--- config.mk ---
export PLATFORM = sky130hd
export DESIGN_NAME = decoder_4to16
export DESIGN_NICKNAME = d
export VERILOG_FILES = /design/src/rtl/decoder_4to16.sv
export SDC_FILE = /design/constraint.sdc
export NUM_CORES = 1
export LEC_CHECK = 0
export BUFFER_PORTS_ARGS = -buffer_cell sky130_fd_sc_hd__buf_2
export CAP_MARGIN = 0
export CORE_AREA = 10 10 50 52
export CTS_BUF_LIST = sky130_fd_sc_hd__clkbuf_16
export CTS_CLUSTER_SIZE = 10
export DETAILED_ROUTE_END_ITERATION = 8
export DIE_AREA = 0 0 60 62
export GPL_TIMING_DRIVEN = 0
export PLACE_DENSITY_LB_ADDON = 0.15
export SLEW_MARGIN = 5
export SYNTH_ARGS = -nofsm -noshare
export SYNTH_HDL_FRONTEND = slang
export SYNTH_SLANG_ARGS = --single-unit
export TNS_END_PERCENT = 20
--- constraint.sdc ---
create_clock -name clk -period 0.85 [get_ports clk]
set_clock_uncertainty 0.15 [all_clocks]
set_input_delay 0.1275 -clock clk [delete_from_list [all_inputs] [get_ports clk]]
set_output_delay 0.1275 -clock clk [all_outputs]
set_load 0.005 [all_outputs]
--- src/rtl/decoder_4to16.sv ---
// rtl/decoder_4to16.sv - registered 4-to-16 one-hot decoder, all outputs from flops
// Optional DECODER_4TO16_ACTIVE_LOW_EN makes D0..D15 active-low.
module decoder_4to16 (
  input  logic       clk,
  input  logic       rst_n,
  input  logic       en,
  input  logic       W,
  input  logic       X,
  input  logic       Y,
  input  logic       Z,
  output logic       D0,
  output logic       D1,
  output logic       D2,
  output logic       D3,
  output logic       D4,
  output logic       D5,
  output logic       D6,
  output logic       D7,
  output logic       D8,
  output logic       D9,
  output logic       D10,
  output logic       D11,
  output logic       D12,
  output logic       D13,
  output logic       D14,
  output logic       D15,
  output logic       valid,
  output logic [3:0] sel_q
);

`ifdef DECODER_4TO16_ACTIVE_LOW_EN
  localparam logic [15:0] LINE_IDLE = 16'hFFFF;
`else
  localparam logic [15:0] LINE_IDLE = 16'h0000;
`endif

  logic [3:0]  sel_in;
  logic [15:0] lines_q;
  logic [15:0] lines_d;
  logic        valid_q;
  logic        valid_d;
  logic [3:0]  sel_d;

  assign sel_in = {W, X, Y, Z};

  // Polarity is folded in before the flop so every output pin is a flop Q.
  always_comb begin
    lines_d = LINE_IDLE;
    valid_d = 1'b0;
    sel_d   = sel_q;
    if (en) begin
      lines_d = (16'h0001 << sel_in) ^ LINE_IDLE;
      valid_d = 1'b1;
      sel_d   = sel_in;
    end
  end

  always_ff @(posedge clk) begin
    if (!rst_n) begin
      lines_q <= LINE_IDLE;
      valid_q <= 1'b0;
      sel_q   <= 4'b0000;
    end else begin
      lines_q <= lines_d;
      valid_q <= valid_d;
      sel_q   <= sel_d;
    end
  end

  assign valid = valid_q;
  assign {D15, D14, D13, D12, D11, D10, D9, D8,
          D7,  D6,  D5,  D4,  D3,  D2,  D1, D0} = lines_q;

endmodule

# After elaboration in Yosys (flattened, before gate mapping)
# Cells that the tools add are included.
[word_totals]
input_bits = 7
ff_bits = 21
elab_cells = 6
[classes]
muxes = 1
n_reduce_logical = 1
shift = 1
[ops]
columns = ["op", "count"]
rows = [
  ["$shl A1 B4 Y16 const A", 1],
  ["$reduce_and A2 Y1", 1],
  ["$mux W1", 1],
]

# Logic depth before layout (Yosys ltp)
[logic_depth]
depth_word = 1
ltp_mapped = 3

# Worst setup path before layout
# No wires, ideal clock.
[synth_timing]
kind = "input port to flip-flop"
from = "input en"
to = "register lines_q[0]"
cell_stages = 3
slack_ns = 0.063
n_path_buf = 1
arrival_ns = 0.559
path_cell_list = "buf_4 -> nand4bb_1 -> nor3_1"
[synth_between]
elab_chain_cells = 1
[synth_rtl]
columns = ["item", "line", "source"]
rows = [
  ["from (decl)", "6", "input logic en,"],
  ["$reduce_and A2 Y1 (no line)", "--", ""],
  ["to (signal assigned)", "64", "lines_q <= lines_d;"],
  ["to (decl)", "38", "logic [15:0] lines_q;"],
]
# No other way between the ends.
# A chain may end at the register's enable or synchronous reset.

# Final worst setup path
[layout_timing]
from = "register sel_q[1]"
to = "output sel_q[1]"
[layout_rtl]
columns = ["item", "line", "source"]
rows = [
  ["from (decl)", "28", "output logic [3:0] sel_q"],
  ["from (signal assigned)", "66", "sel_q <= sel_d;"],
]
# No word-level cell between the ends.

==> results.py <==
metrics = {
    "status": {
        "status": "finished, violations left",
        "violations": "hold timing, setup timing",
    },
    "place": {
        "dpl.hpwl_microns": 990,
        "portBuffers": 26,
        "dpl_cell_area_sq_um": 767,
        "routabilityCongestion": 0.637,
        "dpl_worst_slack_ns": -0.0950,
    },
    "global_route": {
        "grt_max_degree": 12,
        "grt_overflow": 0,
        "grtUsageTotal_pct": 7.30,
        "antenna_found_initial": 0,
        "grt_pass1_vias": 457,
        "grt_pass1_wl_microns": 2030,
    },
    "pwr": {
        "max-vdd-ir-drop_v": 0.00107,
        "p_per_area_mw_per_mm2": 2380,
        "leakagePower_nw": 0.419,
    },
    "final_layout": {
        "drive_gt1_share_pct": 40.5,
        "post-route-util_pct": 54.3,
        "syn_to_final_growth_pct": 42.3,
        "num_antenna_cells": 0,
        "fillers": 156,
        "nets": 92,
        "stdcell_area_sq_um": 876,
    },
    "drt": {
        "avgViaCountPerCell": 4.50,
        "postRouteAntennaNets": 0,
        "drt_iter0_markers": 14,
        "via_count": 455,
        "post_drt_wl_per_cell_microns": 13.0,
        "totalWireLength_microns": 1310,
        "drt_first_pass_iters": 4,
        "drc_errors": 0,
    },
    "setup_path": {
        "cp_slowest_stage_delay_ns": 0.32,
        "critPathArrivalTime_ns": 0.67,
        "timing.rr.start": "sel_q[0]",
        "r2r_end": "sel_q[0]",
        "worst_path_max_delay_cell": "dfxtp_2",
        "cp_num_buf_inv": 1,
        "reg2reg_slack_ns": 0.06,
        "path_delay_family": "flip-flops",
        "reg2regPathDepth": 2,
        "cp-end-kind": "output port",
        "worstSetupPathType": "reg2out",
        "cp_data_required_time_ns": 0.57,
        "critPathMaxFanout": 2,
        "start_kind": "register",
        "crit_chain": "buf_6",
    },
    "floorplan": {
        "die_h_microns": 62,
        "dieArea_sq_mm": 0.00372,
        "initial_core_util_pct": 38.1,
        "core-area_sq_mm": 0.00161,
        "ioPinCount": 28,
        "rows": 15,
        "die_x_microns": 60,
    },
    "min_path": {
        "min_from": "W",
        "min_path_type": "in2reg",
        "worstHoldPathCells": 2,
        "min_to": "lines_q[2]",
    },
    "yosys": {
        "synth_cell_types": 12,
        "synth-seq-cells": 21,
        "netlist_area_sq_um": 616,
        "syn-num-nets": 61,
        "synth_common_cells": "dfxtp_1 (21), nor2_1 (12), mux2i_1 (4), nor2b_1 (4), nor3_1 (4)",
        "syn_inst": 54,
        "synth_edf_count": 0,
        "ys.flop_type": "dfxtp_1",
        "yosys_warnings": 0,
        "avgSynthCellArea_sq_um": 11.4,
        "synth_top_area_share_pct": 68.3,
        "synthTopCellsByArea": "dfxtp_1 (68%), nor2_1 (7.3%), mux2i_1 (6.5%), nor2b_1 (4.1%), nor3_1 (3.3%)",
        "yosysTopAreaCell": "dfxtp_1",
        "yosysMostFrequentCell": "dfxtp_1",
        "yosysSeqAreaShare_pct": 68.3,
        "postSynth.asyncResetShare_pct": 0,
    },
    "sta": {
        "rsz0062_at_grt": "true",
        "tightest_slew_ns": 0.213,
        "fmax_ghz": 1.05,
        "final_hold_viol_count": 2,
        "fin_crit_ns": 0.952,
        "setup-violations-final": 21,
        "final.setup.tns_ns": -1.74,
        "fin_ws_ns": -0.102,
        "fin_crit_sh_pct": 112,
        "max_slew_margin_pct": 85.7,
        "timing.hold.ws_ns": -0.00564,
        "slew_violations": 0,
    },
    "run": {
        "cap_violations": 0,
    },
    "cts": {
        "cts_tree": "done",
        "clk_pin_slew_ns": 0.05,
        "htreeDepth": 1,
        "cts_buffer_depth": 2,
        "cts_inserted_buffers": 3,
        "clkLatencyLatePin_ns": 0.25,
        "clock-sinks": 21,
        "clock-root-buffer": "clkbuf_16",
    },
}
==> routing by layer <==
| layer | vias up | wire length, microns | global-route usage [%] | part of all wire [%] |
|---|---|---|---|---|
| met3 | 2 | 163 | 3.05 | 12 |
| met4 | 0 | 14 | 5.77 | 1.1 |
| li1 | 237 | - | - | - |
| met1 | 198 | 519 | 7.66 | 40 |
| met5 | - | 0 | 0 | 0 |
| met2 | 18 | 611 | 11.3 | 47 |
==> cell usage in the layout (no fill, tap or decap), types with 2 or more instances in the layout <==
| cell type | count |
|---|---|
| dfxtp_2 | 4 |
| mux2i_1 | 4 |
| nand2b_1 | 2 |
| nor2_1 | 12 |
| nor2b_1 | 4 |
| nor3_1 | 4 |
| buf_6 | 4 |
| clkbuf_16 | 3 |
| dfxtp_1 | 17 |
| buf_2 | 22 |
| nand4b_1 | 2 |
==> power by group <==
group | leakage, nW | internal (mW) | switching [mW]
Combinational | 0.205 | 0.0616 | 0.0591
Clock | 0.0423 | 0.625 | 0.318
Sequential | 0.172 | 1.01 | 0.00941
Total | 0.419 | 1.70 | 0.387
==> layout make-up <==
cell class / instances / area, sq um / area share, %
Sequential cell: 21 / 425 / 48.6
Multi-Input combinational cell: 32 / 188 / 21.4
Timing Repair Buffer: 26 / 155 / 17.7
Clock buffer: 3 / 75.1 / 8.57
Tap cell: 17 / 21.3 / 2.43
Buffer: 1 / 7.51 / 0.857
Clock inverter: 1 / 3.75 / 0.429
==> worst max path at each step <==
stage             start          to  slack, ns  cells after the start
6_report       sel_q[1]    sel_q[1]      -0.10                      1
3_5_place_dp          Z  lines_q[0]       -0.1                      3
5_1_grt        sel_q[3]    sel_q[3]      -0.13                      1
2_1_floorplan        en  lines_q[0]       0.06                      3
4_1_cts        sel_q[1]    sel_q[1]      -0.11                      1
3_3_place_gp          Z  lines_q[0]      -0.09                      3
==> timing repair <==
item / 4_1_cts / 5_1_grt
setup endpoints to repair: 21 / 21
cloned: 0 / 0
buffers inserted: 0 / 0
resized for setup: 4 / 4
hold endpoints to repair: 2 / 0
==> sequential cells by signal (all words and copies together) (netlist names) <==
name and flops:
lines_q 16, sel_q 4, valid 1
==> kinds of logic (layout without fill, tap and decap cells) <==
group,after synthesis,count (layout),share of synthesized area [%]
AND/OR/NAND/NOR,28,28,24.0
buffers and inverters,1,31,1.22
flip-flops,21,21,68.3
multiplexers,4,4,6.50
==> stage by stage <==
| stage | instances | power, mW |
|---|---|---|
| 6_report | 101 | 2.08 |
| 5_1_grt | 101 | 2.16 |
| 4_1_cts | 101 | 2.09 |
| 3_5_place_dp | 97 | 1.14 |
| 3_3_place_gp | 97 | 1.14 |
| 2_1_floorplan | 54 | 1.09 |
Power figures use the tool's default switching activity.
